## config.mk

```make
export PLATFORM = sky130hd
export DESIGN_NAME = btb_assoc
export DESIGN_NICKNAME = d
export VERILOG_FILES = /design/src/rtl/btb_pkg.sv /design/src/rtl/btb_lru_ctrl.sv /design/src/rtl/btb_assoc.sv
export SDC_FILE = /design/constraint.sdc
export NUM_CORES = 2
export LEC_CHECK = 0
export ABC_AREA = 0
export BUFFER_PORTS_ARGS = -buffer_cell sky130_fd_sc_hd__buf_2
export CAP_MARGIN = 0
export CORE_MARGIN = 4
export CORE_UTILIZATION = 25
export DETAILED_ROUTE_END_ITERATION = 16
export PLACE_DENSITY = 0.5
export SYNTH_ARGS = -nofsm -noshare
export SYNTH_HDL_FRONTEND = slang
export SYNTH_SLANG_ARGS = --single-unit
```

## constraint.sdc

```tcl
create_clock -name clk -period 29.6 [get_ports clk]
set_input_delay 0 -clock clk [delete_from_list [all_inputs] [get_ports clk]]
set_output_delay 0 -clock clk [all_outputs]
set_load 0.01 [all_outputs]
```

## src/rtl/btb_pkg.sv

```systemverilog
// Shared definitions for the set-associative branch target buffer:
// counter encodings, the per-entry state struct and the width helpers.
package btb_pkg;

  // 2-bit direction counter encodings
  localparam logic [1:0] CTR_SNT   = 2'b00;
  localparam logic [1:0] CTR_WNT   = 2'b01;
  localparam logic [1:0] CTR_WT    = 2'b10;
  localparam logic [1:0] CTR_ST    = 2'b11;
  // A freshly allocated entry starts weakly taken
  localparam logic [1:0] CTR_ALLOC = CTR_WT;

  // Per-entry control state; tag and payload arrays live beside it
  typedef struct packed {
    logic       valid;
    logic [1:0] ctr;
  } btb_meta_t;

  function automatic int idx_w(input int sets);
    return $clog2(sets);
  endfunction

  function automatic int tag_w(input int addr_w, input int sets);
    return addr_w - $clog2(sets);
  endfunction

  // At least one bit so a direct-mapped build still has a legal way select
  function automatic int way_w(input int ways);
    return (ways > 1) ? $clog2(ways) : 1;
  endfunction

  // Saturating counter step: never wraps 11->00 or 00->11
  function automatic logic [1:0] ctr_next(input logic [1:0] ctr, input logic taken);
    if (taken) return (ctr == CTR_ST) ? CTR_ST : ctr + 2'd1;
    else       return (ctr == CTR_SNT) ? CTR_SNT : ctr - 2'd1;
  endfunction

endpackage

```

## src/rtl/btb_lru_ctrl.sv

```systemverilog
// Per-set LRU age ordering. Each way of each set holds a rank:
// 0 = least recently used, WAYS-1 = most recently used. A touch promotes
// the way to MRU and shifts every younger way one step toward LRU.
// The victim is the rank-0 way of the selected set.
module btb_lru_ctrl
  import btb_pkg::*;
#(
  parameter int SETS = 8,
  parameter int WAYS = 2,
  parameter int IW   = idx_w(SETS),
  parameter int WW   = way_w(WAYS)
) (
  input  logic          clk,
  input  logic          clear,
  input  logic [IW-1:0] set_sel,
  input  logic [WW-1:0] touch_way,
  input  logic          touch_en,
  output logic [WW-1:0] victim_way
);

  logic [WW-1:0] age_q [SETS][WAYS];

  // Victim = way holding rank 0 in the selected set
  always_comb begin
    victim_way = '0;
    for (int w = 0; w < WAYS; w++) begin
      if (age_q[set_sel][w] == '0) victim_way = WW'(w);
    end
  end

  // Rank update: clear restores way0 oldest .. wayN-1 newest
  always_ff @(posedge clk) begin
    if (clear) begin
      for (int s = 0; s < SETS; s++) begin
        for (int w = 0; w < WAYS; w++) age_q[s][w] <= WW'(w);
      end
    end else if (touch_en) begin
      for (int w = 0; w < WAYS; w++) begin
        if (WW'(w) == touch_way)
          age_q[set_sel][w] <= WW'(WAYS - 1);
        else if (age_q[set_sel][w] > age_q[set_sel][touch_way])
          age_q[set_sel][w] <= age_q[set_sel][w] - WW'(1);
      end
    end
  end

endmodule

```

## src/rtl/btb_assoc.sv

```systemverilog
// Set-associative branch target buffer. Fetch lookup is combinational from
// the registered entries; writeback trains 2-bit counters and allocates on
// taken misses (lowest invalid way, else the set's LRU way).
// Optional macro BTB_BYPASS_EN: a same-cycle writeback to the fetched
// address is forwarded to the lookup outputs.
module btb_assoc
  import btb_pkg::*;
#(
  parameter int ADDR_W = 32,
  parameter int SETS   = 8,
  parameter int WAYS   = 2
) (
  input  logic              clk,
  input  logic              reset,
  input  logic              flush,
  input  logic [ADDR_W-1:0] EIP_fetch,
  input  logic              LD,
  input  logic              taken_WB,
  input  logic [ADDR_W-1:0] EIP_WB,
  input  logic [ADDR_W-1:0] target_WB,
  input  logic [ADDR_W-1:0] FIP_E_WB,
  input  logic [ADDR_W-1:0] FIP_O_WB,
  output logic [ADDR_W-1:0] EIP_target,
  output logic [ADDR_W-1:0] FIP_E_target,
  output logic [ADDR_W-1:0] FIP_O_target,
  output logic              miss_hit,
  output logic              pred_taken
);

  localparam int IW = idx_w(SETS);
  localparam int TW = tag_w(ADDR_W, SETS);
  localparam int WW = way_w(WAYS);

  btb_meta_t         meta_q [SETS][WAYS];
  logic [TW-1:0]     tag_q  [SETS][WAYS];
  logic [ADDR_W-1:0] tgt_q  [SETS][WAYS];
  logic [ADDR_W-1:0] fe_q   [SETS][WAYS];
  logic [ADDR_W-1:0] fo_q   [SETS][WAYS];

  logic          clr;
  logic [IW-1:0] f_idx, u_idx;
  logic [TW-1:0] f_tag, u_tag;
  logic          f_hit, u_hit, u_free;
  logic [WW-1:0] f_way, u_way, u_free_way, alloc_way, victim_way, wr_way;
  logic [1:0]    u_ctr, new_ctr;
  logic          do_write;

  assign clr   = reset | flush;
  assign f_idx = EIP_fetch[IW-1:0];
  assign f_tag = EIP_fetch[ADDR_W-1:IW];
  assign u_idx = EIP_WB[IW-1:0];
  assign u_tag = EIP_WB[ADDR_W-1:IW];

  // Fetch-side tag match; allocation never duplicates a tag so at most one way hits
  always_comb begin
    f_hit = 1'b0;
    f_way = '0;
    for (int w = 0; w < WAYS; w++) begin
      if (meta_q[f_idx][w].valid && tag_q[f_idx][w] == f_tag) begin
        f_hit = 1'b1;
        f_way = WW'(w);
      end
    end
  end

  // Writeback-side tag match and allocation choice (lowest invalid way wins)
  always_comb begin
    u_hit      = 1'b0;
    u_way      = '0;
    u_ctr      = CTR_SNT;
    u_free     = 1'b0;
    u_free_way = '0;
    for (int w = 0; w < WAYS; w++) begin
      if (meta_q[u_idx][w].valid && tag_q[u_idx][w] == u_tag) begin
        u_hit = 1'b1;
        u_way = WW'(w);
        u_ctr = meta_q[u_idx][w].ctr;
      end
    end
    for (int w = WAYS - 1; w >= 0; w--) begin
      if (!meta_q[u_idx][w].valid) begin
        u_free     = 1'b1;
        u_free_way = WW'(w);
      end
    end
    alloc_way = u_free ? u_free_way : victim_way;
  end

  // A write happens on a hit, or on a taken miss; reset/flush drops the update
  assign do_write = LD & ~clr & (u_hit | taken_WB);
  assign wr_way   = u_hit ? u_way : alloc_way;
  assign new_ctr  = u_hit ? ctr_next(u_ctr, taken_WB) : CTR_ALLOC;

  btb_lru_ctrl #(
    .SETS (SETS),
    .WAYS (WAYS)
  ) u_lru (
    .clk        (clk),
    .clear      (clr),
    .set_sel    (u_idx),
    .touch_way  (wr_way),
    .touch_en   (do_write),
    .victim_way (victim_way)
  );

  // Entry storage: clear invalidates everything, otherwise apply the training write
  always_ff @(posedge clk) begin
    if (clr) begin
      for (int s = 0; s < SETS; s++) begin
        for (int w = 0; w < WAYS; w++) begin
          meta_q[s][w] <= '0;
          tag_q[s][w]  <= '0;
          tgt_q[s][w]  <= '0;
          fe_q[s][w]   <= '0;
          fo_q[s][w]   <= '0;
        end
      end
    end else if (do_write) begin
      meta_q[u_idx][wr_way].valid <= 1'b1;
      meta_q[u_idx][wr_way].ctr   <= new_ctr;
      tag_q[u_idx][wr_way]        <= u_tag;
      tgt_q[u_idx][wr_way]        <= target_WB;
      fe_q[u_idx][wr_way]         <= FIP_E_WB;
      fo_q[u_idx][wr_way]         <= FIP_O_WB;
    end
  end

  // Prediction outputs: hitting way's payload, zeros on miss
  always_comb begin
    miss_hit     = f_hit;
    EIP_target   = f_hit ? tgt_q[f_idx][f_way] : '0;
    FIP_E_target = f_hit ? fe_q[f_idx][f_way]  : '0;
    FIP_O_target = f_hit ? fo_q[f_idx][f_way]  : '0;
    pred_taken   = f_hit & meta_q[f_idx][f_way].ctr[1];
`ifdef BTB_BYPASS_EN
    if (do_write && EIP_WB == EIP_fetch) begin
      miss_hit     = 1'b1;
      EIP_target   = target_WB;
      FIP_E_target = FIP_E_WB;
      FIP_O_target = FIP_O_WB;
      pred_taken   = new_ctr[1];
    end
`endif
  end

endmodule

```

==> run_results.csv <==
group,metric,value,unit
yosys,synth_seq_cells,2064,
clock_tree,cts_made_buffers,227,
clock_tree,cts_tree,"done",
yosys,synth_top_area_share,62.5,%
pwr,intPower,0.00506,W
die,die_height,635,um
sta,fin_setup_tns,0,ns
die,die-area,403000,um2
yosys,synth_area_leader_cell,"edfxtp_1",
sta,timing.final.ws_setup,22.39,ns
drt,wire_per_inst,27.1,um
critical_path,path_cells,"mux4_2 -> mux2i_1 -> xnor2_1 -> nor4_1 -> nand2_1 -> nor3_2 -> buf_4 -> buf_12 -> buf_4 -> a211oi_1 -> a211oi_2 -> buf_2",
final_layout,drive_gt1_share,19.9,%
sta,fin_crit_sh,24.4,%
drt,routed_via_density,4.75,
critical_path,slowest_delay,0.93,ns
job,maxCapViolations,0,
final_layout,syn_to_final_growth,15.1,%
pwr,irDropWorstVdd,50.5,uV
worst_hold_path,min_from,"FIP_O_WB[7]",
global_routing,antenna_found_initial,70,
yosys,yosysMostFrequentCell,"edfxtp_1",
yosys,synth_area,98300,um2
yosys,yosys_warnings,0,
final_layout,final_area,113000,um2
clock_tree,cts_root_buf,"clkbuf_16",
sta,finalMaxSlewViolations,0,
clock_tree,cts.path.max_buffers,4,
pwr,powerDensity,58.4,nW/um2
pwr,switchingPower,0.00155,W
yosys,syn_nets,6514,
placement,placed_area,105000,um2
clock_tree,cts_num_sinks,2064,
drt,dr.pass1.iters,6,
yosys,syn_area_per_cell,15.5,um2
yosys,synth_seq_area_share,62.9,%
pwr,p_comb_share,7.7,%
yosys,syn_inst,6349,
sta,clock.fmax,0.139,GHz
clock_tree,cts_resized,0,
drt,wirelength,322000,um
drt,ant_nets,0,
critical_path,cp.arrival,7.21,ns
clock_tree,clkTransAtPathRegs,0.06,ns
pwr,p_sw_share,23.4,%
clock_tree,h-tree-depth,4,
global_routing,overflow,0,
clock_tree,clk_latency,0.91,ns
die,boundaryPins,263,
pwr,seq_power_share,51.2,%
sta,post-route-min-period,7.21,ns
final_layout,utilization,28.8,%
die,placementRows,230,
worst_hold_path,whs_endpoint,"fo_q[1][7]",
critical_path,required,29.60,ns
die,die_w,635,um
yosys,yosysUniqueCellTypes,65,
sta,hold_viol_final,0,
global_routing,grt_pass1_vias,58800,
pwr,p_clk_share,41.1,%
critical_path,crit_slowest_cell,"a211oi_2",
sta,finClkSkew,0.0675,ns
final_layout,finalNetCount,6630,
sta,worst_pin_slew,1.31,ns
drt,drt-initial-drc-count,5739,
yosys,synth_edf_count,2047,
placement,place.gp.congestion,0.802,
placement,pre_cts_slack,22.26,ns
critical_path,r2r_end,"fe_q[4][53]",
worst_hold_path,hold_depth,3,
pwr,p_leak,41.6,nW
sta,hold_ws,0.142,ns
die,core,392000,um2
yosys,synth_flop_cell,"edfxtp_1",
critical_path,critPathLaunchType,"register",
placement,hpwl,181000,um
critical_path,crit_family,"buffers and inverters",
yosys,synth_area_leaders,"edfxtp_1 (63%), mux4_2 (13%), and2_1 (12%), mux2i_1 (2.9%), clkbuf_1 (1.8%)",
placement,port_buffers,262,
global_routing,grt_max_degree,128,
critical_path,r2r-start,"tag_q[1][43]",
sta,setup_viol,0,
critical_path,reg2reg_depth,11,
sta,rsz0062_at_grt,"no",
global_routing,globalRouteTotalUtil,15.5,%
drt,vias,56400,
critical_path,cpMostUsedCell,"buf_4",
drt,drc,0,
sta,timing.slew.headroom,12.3,%
critical_path,r2r_slack,23.40,ns
critical_path,path_max_fanout,127,
yosys,synth_commonest_cells,"edfxtp_1 (2,047), and2_1 (1,863), mux4_2 (576), clkbuf_1 (460), mux2i_1 (284)",
yosys,ys_async_sr_fraction,0,%
critical_path,path_class,"register to output pin",
worst_hold_path,worstHoldPathType,"input port to register",
die,start_util,25.1,%
critical_path,worst-path-buf-inv,4,
global_routing,grt_pass1_wl,456000,um
status,status,"finished clean",
critical_path,endpoint_kind,"output pin",
-- layout by cell type (no fill, tap or decap), drive strengths merged, types with 21 or more instances in the layout --
| cell type | instances |
|---|---|
| edfxtp | 2047 |
| and2 | 1864 |
| mux4 | 576 |
| buf | 379 |
| mux2i | 284 |
| clkbuf | 277 |
| a211oi | 200 |
| and3 | 141 |
| dlygate4sd3 | 130 |
| nor2b | 104 |
| clkinv | 102 |
| nand2 | 56 |
| xnor2 | 49 |
| xor2 | 44 |
| a22oi | 40 |
| nor3 | 40 |
| nor2 | 36 |
| diode | 31 |
| a21oi | 27 |
| inv | 21 |
-- flip-flops by register name (all words and copies together), names as in the netlist --
| register | cells |
|---|---|
| tgt_q | 512 |
| fe_q | 512 |
| tag_q | 464 |
| fo_q | 512 |
| u_lru.age_q | 16 |
| meta_q | 48 |
-- worst max-delay path by stage --
stage / from / end / cells after the start
after floorplan: EIP_WB[2] / fe_q[3][0] / 16
after global placement: EIP_WB[0] / fo_q[4][55] / 14
after detailed placement: EIP_fetch[0] / FIP_E_target[26] / 14
after CTS: EIP_fetch[0] / FIP_E_target[26] / 14
after global routing: EIP_fetch[0] / FIP_E_target[26] / 14
final: tag_q[3][5] / FIP_E_target[26] / 12
-- logic make-up after synthesis --
logic type,count (synthesis),synth area share (%)
buf+inv,642,2.77
compound gates,349,2.68
simple gates,2322,14.6
mux,876,16.3
fa+ha+maj,3,0.0305
xor+xnor,93,0.828
flops,2064,62.9
-- layer usage --
metal  share of wire (%)  up-vias  wire length (um)  track usage, %
met2                  48     1938            155000            25.9
met1                  43    29900            139000            21.0
li1                    -    24100                 -               -
met3                 6.4      435             20800            2.82
met4                 2.2       20              7170            3.57
met5               0.040        -               130               0
-- what timing repair did --
item	in CTS	in global routing
setup endpoints to repair	0	0
buffers inserted	0	0
hold buffers	130	0
hold endpoints to repair	2015	0
-- power by group through the flow --
stage               combinational [W]  sequential [W]  clock (W)
floorplan                    0.000305         0.00346          0
global placement             0.000501         0.00344          0
detailed placement           0.000502         0.00345          0
CTS                          0.000521         0.00339    0.00278
global route                 0.000542         0.00340    0.00289
finish                       0.000511         0.00338    0.00272
-- area by class of cell --
class / count / area [um2]
multi-input cells: 3643 / 34000
diodes: 31 / 77.6
inverters: 20 / 111
repair buffers: 509 / 3700
well taps: 5220 / 6530
flip-flops and latches: 2064 / 61800
clock inverters: 123 / 993
fillers: 39000 / 279000
clock buffers: 277 / 5890
-- stage by stage --
step                      std cells  total power (W)
final                         11900          0.00661
after detailed placement      11300          0.00395
after floorplan                6349          0.00376
after global routing          11900          0.00683
after global placement        11300          0.00394
after CTS                     11900          0.00668
-- worst min-delay path, cell delays in order --
cell and delay [ns]:
dlygate4sd3_1 0.53, buf_2 0.25, and2_1 0.16
Note: power is estimated with default switching activity, not from simulation.
